==> src/rtl/d_axi_bridge.sv <==
// Single-outstanding bridge from the data cache miss/writeback port to AXI, one word per transaction.
// Optional feature macro: DBRIDGE_WSTRB_EN (sized writes with byte strobes; otherwise full-word writes).
module d_axi_bridge #(
    parameter logic [3:0] DATA_ID = 4'd1
) (
    input  logic        clk,
    input  logic        rst,
    input  logic        data_req,
    input  logic        data_wr,
    input  logic [1:0]  data_size,
    input  logic [31:0] data_addr,
    input  logic [31:0] data_wdata,
    output logic [31:0] data_rdata,
    output logic        data_addr_ok,
    output logic        data_data_ok,
    output logic [31:0] araddr,
    output logic [2:0]  arsize,
    output logic        arvalid,
    input  logic        arready,
    input  logic [31:0] rdata,
    input  logic        rvalid,
    output logic        rready,
    output logic [31:0] awaddr,
    output logic [2:0]  awsize,
    output logic        awvalid,
    input  logic        awready,
    output logic [31:0] wdata,
    output logic [3:0]  wstrb,
    output logic        wvalid,
    input  logic        wready,
    input  logic        bvalid,
    output logic        bready
);

    localparam int unsigned AW = 32;
    localparam int unsigned DW = 32;
    localparam int unsigned SW = 2;

    // ID 0 belongs to the instruction side; reusing it would alias responses at the interconnect.
    if (DATA_ID == 4'd0) begin : g_id_check
        $error("d_axi_bridge: DATA_ID must differ from the instruction-side ID 0");
    end

    typedef enum logic [2:0] {
        S_IDLE  = 3'd0,
        S_RD_A  = 3'd1,
        S_RD_D  = 3'd2,
        S_WR_AW = 3'd3,
        S_WR_B  = 3'd4
    } state_t;

    state_t          r_state;
    logic [AW-1:0]   r_addr;
    logic [DW-1:0]   r_wdata;
    logic [SW-1:0]   r_size;
    logic            r_arvalid;
    logic            r_rready;
    logic            r_awvalid;
    logic            r_wvalid;
    logic            r_bready;
    logic            r_aw_done;
    logic            r_w_done;

    logic [SW-1:0]   w_size_norm;
    logic            w_aw_done_n;
    logic            w_w_done_n;
    logic [3:0]      w_wstrb;
    logic [2:0]      w_awsize;

    // Size 11 is not a legal single-word transfer; treat it as a full word.
    assign w_size_norm = (data_size == 2'b11) ? 2'b10 : data_size;

    // Each write channel is done once its own handshake has happened, in any order.
    assign w_aw_done_n = r_aw_done | (r_awvalid & awready);
    assign w_w_done_n  = r_w_done  | (r_wvalid  & wready);

    always_ff @(posedge clk) begin
        if (rst) begin
            r_state   <= S_IDLE;
            r_addr    <= '0;
            r_wdata   <= '0;
            r_size    <= '0;
            r_arvalid <= 1'b0;
            r_rready  <= 1'b0;
            r_awvalid <= 1'b0;
            r_wvalid  <= 1'b0;
            r_bready  <= 1'b0;
            r_aw_done <= 1'b0;
            r_w_done  <= 1'b0;
        end else begin
            case (r_state)
                S_IDLE: begin
                    if (data_req) begin
                        r_addr  <= data_addr;
                        r_wdata <= data_wdata;
                        r_size  <= w_size_norm;
                        if (data_wr) begin
                            r_awvalid <= 1'b1;
                            r_wvalid  <= 1'b1;
                            r_aw_done <= 1'b0;
                            r_w_done  <= 1'b0;
                            r_state   <= S_WR_AW;
                        end else begin
                            r_arvalid <= 1'b1;
                            r_state   <= S_RD_A;
                        end
                    end
                end
                S_RD_A: begin
                    if (arready) begin
                        r_arvalid <= 1'b0;
                        r_rready  <= 1'b1;
                        r_state   <= S_RD_D;
                    end
                end
                S_RD_D: begin
                    if (rvalid) begin
                        r_rready <= 1'b0;
                        r_state  <= S_IDLE;
                    end
                end
                S_WR_AW: begin
                    if (r_awvalid && awready) begin
                        r_awvalid <= 1'b0;
                    end
                    if (r_wvalid && wready) begin
                        r_wvalid <= 1'b0;
                    end
                    r_aw_done <= w_aw_done_n;
                    r_w_done  <= w_w_done_n;
                    if (w_aw_done_n && w_w_done_n) begin
                        r_bready <= 1'b1;
                        r_state  <= S_WR_B;
                    end
                end
                S_WR_B: begin
                    if (bvalid) begin
                        r_bready <= 1'b0;
                        r_state  <= S_IDLE;
                    end
                end
                default: begin
                    r_arvalid <= 1'b0;
                    r_rready  <= 1'b0;
                    r_awvalid <= 1'b0;
                    r_wvalid  <= 1'b0;
                    r_bready  <= 1'b0;
                    r_state   <= S_IDLE;
                end
            endcase
        end
    end

`ifdef DBRIDGE_WSTRB_EN
    // Byte lanes follow the access size and the low address bits.
    always_comb begin
        w_wstrb = 4'b1111;
        case (r_size)
            2'b00: begin
                case (r_addr[1:0])
                    2'b00:   w_wstrb = 4'b0001;
                    2'b01:   w_wstrb = 4'b0010;
                    2'b10:   w_wstrb = 4'b0100;
                    default: w_wstrb = 4'b1000;
                endcase
            end
            2'b01:   w_wstrb = r_addr[1] ? 4'b1100 : 4'b0011;
            default: w_wstrb = 4'b1111;
        endcase
    end
    assign w_awsize = {1'b0, r_size};
`else
    // The cache only ever writes back whole words.
    assign w_wstrb  = 4'b1111;
    assign w_awsize = 3'b010;
`endif

    assign data_addr_ok = (r_state == S_IDLE) & data_req;
    assign data_data_ok = (r_rready & rvalid) | (r_bready & bvalid);
    assign data_rdata   = rdata;

    assign araddr  = r_addr;
    assign arsize  = {1'b0, r_size};
    assign arvalid = r_arvalid;
    assign rready  = r_rready;
    assign awaddr  = r_addr;
    assign awsize  = w_awsize;
    assign awvalid = r_awvalid;
    assign wdata   = r_wdata;
    assign wstrb   = w_wstrb;
    assign wvalid  = r_wvalid;
    assign bready  = r_bready;

endmodule

==> config.mk <==
export PLATFORM = sky130hd
export DESIGN_NAME = d_axi_bridge
export DESIGN_NICKNAME = d
export VERILOG_FILES = /design/src/rtl/d_axi_bridge.sv
export SDC_FILE = /design/constraint.sdc
export NUM_CORES = 1
export LEC_CHECK = 0
export CELL_PAD_IN_SITES_DETAIL_PLACEMENT = 1
export CELL_PAD_IN_SITES_GLOBAL_PLACEMENT = 2
export CORE_UTILIZATION = 17
export CTS_CLUSTER_DIAMETER = 50
export DETAILED_ROUTE_END_ITERATION = 8
export PLACE_DENSITY = 0.8
export SLEW_MARGIN = 20
export SYNTH_ARGS = -nofsm -noshare
export SYNTH_HDL_FRONTEND = slang
export SYNTH_SLANG_ARGS = --single-unit
==> constraint.sdc <==
create_clock -name clk -period 1.5 [get_ports clk]
set_input_delay 0.375 -clock clk [delete_from_list [all_inputs] [get_ports clk]]
set_output_delay 0.375 -clock clk [all_outputs]
set_load 0.005 [all_outputs]
Word-level counts from Yosys, hierarchy flattened
Index checks and enable logic that the tools add are counted.
{"block": "word_totals", "reg_bits": 76, "in_bits": 107, "output_inout_bits": 145, "elab_cells": 82}
{"block": "op_classes", "bitwise_logic": 12, "n_eq_ne": 14, "n_mux": 28, "n_reduce_logical": 17}
{"op": "$ne A2 B2 Y1 const B", "count": 9}
{"op": "$mux W3", "count": 5}
{"op": "$pmux W1 S3", "count": 5}
{"op": "$pmux W3 S5", "count": 1}
{"op": "$mux W1", "count": 13}
{"op": "$reduce_and A4 Y1", "count": 3}
{"op": "$reduce_or A3 Y1", "count": 4}
{"op": "$reduce_and A3 Y1", "count": 3}
{"op": "$eq A3 B2 Y1 const B", "count": 2}
{"op": "$and A1 B1 Y1", "count": 5}
{"op": "$reduce_and A5 Y1", "count": 1}
{"op": "$mux W2", "count": 2}
{"op": "$not A1 Y1", "count": 4}
{"op": "$pmux W1 S2", "count": 2}
{"op": "$eq A3 B1 Y1 const B", "count": 1}
{"op": "$eq A3 B3 Y1 const B", "count": 1}
{"op": "$logic_and A1 B1 Y1", "count": 3}
{"op": "$logic_not A3 Y1", "count": 1}
{"op": "$or A1 B1 Y1", "count": 3}
{"op": "$eq A2 B2 Y1 const B", "count": 1}
{"op": "$reduce_and A2 Y1", "count": 1}
{"op": "$reduce_bool A2 Y1", "count": 1}

Longest topological paths before layout
Gate-level depths: netlist (run 1).
{"block": "logic_depth", "ltp_word": 5, "depth_mapped": 8}

Worst setup path before layout (run 1)
OpenSTA, ideal clock, no wires.
{"block": "synth_path", "path_type": "register to output", "start": "register r_state[1]", "end": "output data_addr_ok", "stages_incl_launch_ff": 5, "arrival_time_ns": 0.993, "path_buffers": 1, "setup_slack_ns": 0.132, "required_ns": 1.125, "path_cell_list": "dfxtp_1 -> or2_1 -> nand3b_4 -> inv_2 -> buf_2"}
{"block": "synth_via", "elab_chain_cells": 2}
{"item": "start, declared", "line": "52", "source": "state_t r_state;"}
{"item": "start signal, assigned", "line": "79", "source": "r_state <= S_IDLE;"}
{"item": "start signal, assigned", "line": "102", "source": "r_state <= S_WR_AW;"}
{"item": "start signal, assigned", "line": "105", "source": "r_state <= S_RD_A;"}
{"item": "$logic_not A3 Y1", "line": "178", "source": "assign data_addr_ok = (r_state == S_IDLE) & data_req;"}
{"item": "$and A1 B1 Y1", "line": "178"}
{"item": "end, declared", "line": "14", "source": "output logic data_addr_ok,"}
Every way passes these cells.

Worst setup path in the final report (run 1)
{"block": "layout_path", "start": "register r_state[0]", "end": "output data_addr_ok"}
The elaborated chain is that of the path after synthesis.

==> run_results.csv, run 1 <==
group,metric,value,unit
routing,route.met3.wl,1004,um
power,max-vdd-ir-drop,0.4773,mV
sta,period_minus_slack,1.599,ns
critical_path,path_cells,"or2_1 -> nand3b_4 -> inv_4 -> buf_6",
routing,vias_per_cell,3.951,
routing,routed_wl,11180,um
layout,fillCellCount,2282,
routing,wire_per_inst,13.68,um
routing,dr.pass1.iters,4,
routing,via_count,3228,
logic_synthesis,synth_seq_area_share,0.4559,
floorplanning,ioPinCount,252,
layout,finalInstanceArea,0.005383,mm2
placement,globalplace.congestion,0.7299,
floorplanning,die_w,142.1,um
sta,final-setup-viol-count,1,
critical_path,start_kind,"flop",
worst_hold_path,min-delay-path-class,"primary input to flop",
floorplanning,die_area,0.02019,mm2
sta,max_clock_freq,625.5,MHz
sta,rsz0062_at_grt,"true",
grt,grt_pass1_vias,3393,
placement,dp_hpwl,7776,um
routing,top_layer_used,"met4",
routing,antenna_left,0,
critical_path,crit_fanout,2,
power,p_leak,2.465,nW
floorplanning,rows,50,
routing,drt_iter0_drc,72,
floorplanning,initial_core_util,0.1760,
layout,drive_above_1_share,0.1544,
sta,setup_slack,-0.09872,ns
grt,grt_pass1_wl,17250,um
layout,syn_to_final_growth,61.30,%
critical_path,cp_data_arrival_time,1.22,ns
critical_path,required,1.12,ns
run_status,violations,"negative setup slack",
logic_synthesis,synthTopCellsByArea,"dfxtp_1 (46%), buf_4 (17%), nand2_1 (15%), a21oi_1 (11%), buf_2 (1.3%)",
placement,dp_cells,788,
logic_synthesis,synth_top_area_frac,0.4559,
critical_path,cpPeakStageDelay,0.31,ns
layout,diodes,0,
layout,post-route-util,0.2840,
logic_synthesis,synth-edff-count,0,
sta,fin_crit_sh,1.066,
sta,finalClockSkew,0.005631,ns
logic_synthesis,syn_area_per_cell,7.889,um2
grt,grt_max_degree,67,
flow_run,cap_violations,0,
grt,antenna_found_initial,0,
logic_synthesis,synth_warnings,0,
clock_network,htree_num_levels,3,
routing,drc_errors,0,
routing,routed-wl-met2,5555,um
critical_path,r2r_slack,0.05,ns
layout,fin_cells,817,
power,power_density,1151,mW/mm2
floorplanning,die_y,142.1,um
clock_network,cts_tree,"built",
logic_synthesis,ys.flop_type,"dfxtp_1",
clock_network,clockBufferDepth,2,
clock_network,clock-root-buffer,"clkbuf_16",
clock_network,cts.sinks,76,
clock_network,clkSlewWorstSetupHoldPaths,0.06,ns
placement,place_area,0.004961,mm2
logic_synthesis,synth_seq_cells,76,
critical_path,end_kind,"output pin",
run_status,outcome,"finished, violations left",
floorplanning,core,0.01896,mm2
grt,grt_remaining_overflow,0,
logic_synthesis,synth_cell_types,30,
grt,grt_usage,0.1106,
layout,final_nets,659,
critical_path,crit_slowest_cell,"dfxtp_2",
logic_synthesis,yosysTopAreaCell,"dfxtp_1",
logic_synthesis,synthArstFlopShare,0,
clock_network,numCtsBuffers,9,
routing,wl_met1,4438,um
logic_synthesis,synth_area,0.003337,mm2
critical_path,crit_type,"flop to output pin",
clock_network,clock_latency,0.33,ns
sta,hold_violations,0,
sta,slew_violations,0,
placement,port_buffers,179,
logic_synthesis,syn_inst,423,
[where the power goes]
part | total, mW | internal (mW) | leakage, nW | switching, mW
combinational | 1.36 | 0.728 | 1.67 | 0.635
sequential | 2.33 | 2.22 | 0.637 | 0.108
clock | 2.50 | 1.62 | 0.161 | 0.885
total | 6.19 | 4.57 | 2.46 | 1.63
[cell type report]
| cell class | count | area [um2] | share of cell area |
|---|---|---|---|
| timing repair buffer | 209 | 1987 | 0.3691 |
| clock inverter | 7 | 115.1 | 0.02139 |
| sequential | 76 | 1565 | 0.2908 |
| multi-input combinational | 252 | 1147 | 0.2132 |
| tap | 260 | 325.3 | 0.06044 |
| inverter | 4 | 17.52 | 0.003254 |
| clock buffer | 9 | 225.2 | 0.04184 |
[through the flow]
stage	total power [mW]	setup WS, ns	setup TNS [ns]	hold slack, ns
6_report	6.195	-0.09872	-0.09872	0.3868
5_1_grt	6.561	-0.1590	-1.448	0.4112
4_1_cts	6.315	-0.1302	-2.648	0.3681
3_5_place_dp	3.786	-0.5266	-33.61	0.4503
3_3_place_gp	3.735	-0.4752	-27.89	0.4416
2_1_floorplan	3.067	0.1317	0	0.4483
[layer usage]
metal | up-vias | GRT usage
met1 | 1527 | 0.1162
met2 | 144 | 0.1992
met4 | 0 | 0.04584
li1 | 1543 | -
met3 | 14 | 0.03937
met5 | - | 0
[repair_timing]
action	CTS	global route
setup endpoints to repair	171	72
cloned	1	1
pin swaps	1	0
buffers inserted	11	0
hold buffers	0	0
gates resized for setup	147	8
[cells in the mapped netlist, types with 2 or more instances]
cell type / number
a21oi_1: 76
a32oi_1: 3
buf_2: 9
buf_4: 74
buf_6: 3
clkbuf_1: 11
conb_1: 2
dfxtp_1: 76
inv_1: 3
mux2i_1: 2
nand2_1: 135
nor2_1: 6
o211ai_1: 2
o21ai_0: 5
[final timing paths]
kind	to	from	cells past startpoint
setup / recovery	data_addr_ok	r_state[0]	4
hold / removal	rready	rst	2
setup reg to reg	araddr[3]	r_state[0]	7
hold reg to reg	wdata[6]	wdata[6]	2
[layout by cell type, fill, tap and decap left out, drive strengths merged]
cell type	n
a211oi	1
a21oi	76
a22o	1
a31o	1
a32o	1
a32oi	3
and3b	1
buf	30
bufinv	3
clkbuf	11
clkdlybuf4s15	1
clkdlybuf4s50	71
clkinv	2
clkinvlp	2
conb	8
dfxtp	76
dlygate4sd2	103
dlymetal6s2s	2
inv	4
mux2i	2
nand2	135
nand2b	1
nand3	1
nand3b	2
nor2	6
nor2b	1
nor3	1
o211ai	2
o21a	1
o21ai	5
o31ai	1
or2	1
or3	1
[kinds of logic after synthesis]
logic type,Yosys count,synth area share
simple gates,150,0.1800
buf+inv,101,0.2070
compound gates,92,0.1489
flops,76,0.4559
mux,2,0.005999
other cells,2,0.002251
[worst max-delay path, delay by kind of cell, from the launching register on]
kind                   cells  cell delay (ns)
and+or+nand+nor            2             0.42
DFF                        1             0.31
buffers and inverters      2             0.16
[state kept, by name (all words and copies together) (netlist names)]
| name | count |
|---|---|
| arvalid | 1 |
| r_size | 2 |
| araddr | 32 |
| bready | 1 |
| r_w_done | 1 |
| rready | 1 |
| r_state | 3 |
| awvalid | 1 |
| wvalid | 1 |
| r_aw_done | 1 |
| wdata | 32 |
No activity file was read; power rests on OpenSTA's default activity.
==> run 2, diff against run 1 <==
--- a/config.mk
+++ b/config.mk
@@ -7,6 +7,7 @@
 export LEC_CHECK = 0
 export CELL_PAD_IN_SITES_DETAIL_PLACEMENT = 1
 export CELL_PAD_IN_SITES_GLOBAL_PLACEMENT = 2
+export CORE_MARGIN = 2
 export CORE_UTILIZATION = 17
 export CTS_CLUSTER_DIAMETER = 50
 export DETAILED_ROUTE_END_ITERATION = 8
==> run 2 against run 1 <==
  * The flow still finishes with violations (negative setup slack)
  * Critical endpoint unchanged
  * Cell count increased by 0.24%
  * Sequential share of layout area is 0.29 points higher
  * Critical path depth did not move
  * Highest routed layer unchanged
  * Setup slack improved by 0.022 ns
  * Core utilization decreased by 0.77 points
  * Maximum frequency up 1.4%
  * Combinational power about the same
==> run_results.csv, run 2 (same netlist as run 1, synthesis figures left out) <==
group,metric,value,unit
grt,grt_busiest_layer,"met2",
critical_path,cp_data_arrival_time,1.20,ns
layout,diodes,0,
critical_path,required,1.12,ns
critical_path,crit_fanout,2,
layout,drive_above_1_share,0.1588,
power,combPwrFrac,0.231,
grt,grt_usage,0.1025,
placement,dp_hpwl,8064,um
sta,rsz0062_at_grt,"true",
layout,post-route-util,0.2763,
power,pwr-share-clk,0.379,
floorplanning,rows,51,
critical_path,start_kind,"flop",
floorplanning,initial_core_util,0.1726,
power,power_density,1117,mW/mm2
floorplanning,die_area,0.02077,mm2
floorplanning,ioPinCount,252,
sta,period_minus_slack,1.577,ns
routing,wire_per_inst,13.96,um
clock_network,clkSlewWorstSetupHoldPaths,0.06,ns
power,p_leak,2.411,nW
grt,globalRouteMet3Util,0.05000,
clock_network,cts.sinks,76,
grt,grt_use_met1,0.1056,
routing,antenna_left,0,
worst_hold_path,min-delay-path-class,"primary input to flop",
grt,grt_pass1_vias,3319,
sta,setup_slack,-0.07679,ns
routing,routed_wl,11440,um
worst_hold_path,min_to,"r_w_done",
grt,grt_remaining_overflow,0,
clock_network,clock-root-buffer,"clkbuf_16",
floorplanning,die_w,144.1,um
layout,layout_common_cells,"nand2_1 (135), dlygate4sd2_1 (105), a21oi_1 (74), clkdlybuf4s50_1 (71)",
sta,finalClockSkew,0.007511,ns
critical_path,crit_type,"flop to output pin",
power,power_switching,1.630,mW
layout,syn_to_final_growth,60.07,%
floorplanning,die_y,144.1,um
clock_network,cts_tree,"built",
flow_run,cap_violations,0,
clock_network,htree_num_levels,3,
clock_network,ctsHoldBuffers,0,
placement,globalplace.congestion,0.7368,
run_status,outcome,"finished, violations left",
sta,slew_violations,0,
critical_path,end_kind,"output pin",
routing,vias_per_cell,3.874,
clock_network,numCtsBuffers,9,
sta,final-setup-viol-count,1,
clock_network,clockBufferDepth,2,
floorplanning,core,0.01933,mm2
power,max-vdd-ir-drop,0.4607,mV
critical_path,worstReg2RegStart,"r_state[1]",
grt,grt_pass1_wl,16590,um
sta,max_clock_freq,634.2,MHz
sta,hold_violations,0,
grt,antenna_found_initial,0,
routing,via_count,3173,
critical_path,ff2ff_path_depth,7,
power,power.internal,4.335,mW
routing,drc_errors,0,
sta,fin_crit_sh,1.051,
layout,final_common_cell,"nand2_1",
sta,fin_setup_tns,-0.07679,ns
placement,pre_cts_slack,-0.4444,ns
grt,grt_max_degree,46,
power,switching_share,0.2733,
routing,dr.pass1.iters,4,
clock_network,clock_latency,0.34,ns
worst_hold_path,worstHoldStart,"rst",
power,p_seq_frac,0.390,
run_status,violations,"negative setup slack",
critical_path,r2r_slack,0.02,ns
grt,grt_util_met2,0.1820,
critical_path,crit-reg2reg-capture,"araddr[12]",
worst_hold_path,hold_depth,2,
routing,drt_iter0_drc,54,
layout,final_nets,656,
placement,port_buffers,179,
==> run 2: power by group through the flow <==
stage	combinational (mW)	sequential (mW)	clock, mW
after floorplan	0.698	2.37	0
after global placement	1.40	2.35	0
after detailed placement	1.43	2.37	0
after CTS	1.30	2.33	2.37
after global routing	1.53	2.35	2.45
final	1.38	2.33	2.26
==> run 2: how the worst max path moves through the flow <==
| stage | slack [ns] | to | cells after the start | startpoint |
|---|---|---|---|---|
| 6_report | -0.08 | data_addr_ok | 4 | r_state[1] |
| 5_1_grt | -0.14 | data_addr_ok | 4 | r_state[1] |
| 4_1_cts | -0.12 | araddr[9] | 9 | r_state[0] |
| 3_5_place_dp | -0.44 | data_addr_ok | 4 | data_req |
| 3_3_place_gp | -0.42 | data_addr_ok | 4 | data_req |
| 2_1_floorplan | 0.13 | data_addr_ok | 4 | r_state[1] |
==> run 2: layout make-up <==
class / instances / area, um2
Fill cell: 2306 / 13990
Timing Repair Buffer: 206 / 1959
Sequential cell: 76 / 1569
Multi-Input combinational cell: 252 / 1155
Tap cell: 265 / 331.6
Clock buffer: 11 / 252.7
Clock inverter: 5 / 58.81
Inverter: 4 / 15.01
==> run 2: repair_timing <==
action,in CTS,in global routing
endpoints found under the hold margin,0,0
setup endpoints to repair,105,71
gates resized for setup,151,7
pin swaps,2,1
gates cloned,0,3
buffers inserted,6,0
==> run 2: per-layer routing <==
layer | up-vias | wire length, um
li1 | 1537 | -
met1 | 1487 | 4547
met2 | 134 | 5558
met3 | 15 | 1206
met4 | 0 | 125
met5 | - | 0
==> run 2: critical path: stages, from the launching register on <==
cell	delay (ns)
dfxtp_2	0.31
or2_1	0.23
nand3b_4	0.17
inv_2	0.07
buf_6	0.09
==> run 2: metrics by stage <==
step | hold slack, ns | power [mW] | std cells | area, um2
2_1_floorplan | 0.4483 | 3.067 | 429 | 3359
3_3_place_gp | 0.4424 | 3.750 | 796 | 4990
3_5_place_dp | 0.4499 | 3.798 | 796 | 4990
4_1_cts | 0.3827 | 6.010 | 818 | 5268
5_1_grt | 0.3951 | 6.336 | 819 | 5341
6_report | 0.3960 | 5.965 | 819 | 5341
==> run 3, diff against run 2 <==
--- a/config.mk
+++ b/config.mk
@@ -5,6 +5,7 @@
 export SDC_FILE = /design/constraint.sdc
 export NUM_CORES = 1
 export LEC_CHECK = 0
+export CAP_MARGIN = 20
 export CELL_PAD_IN_SITES_DETAIL_PLACEMENT = 1
 export CELL_PAD_IN_SITES_GLOBAL_PLACEMENT = 2
 export CORE_MARGIN = 2
==> results of run 3 <==
Same layout as run 2: the final DEF is identical, and so are final timing and power.
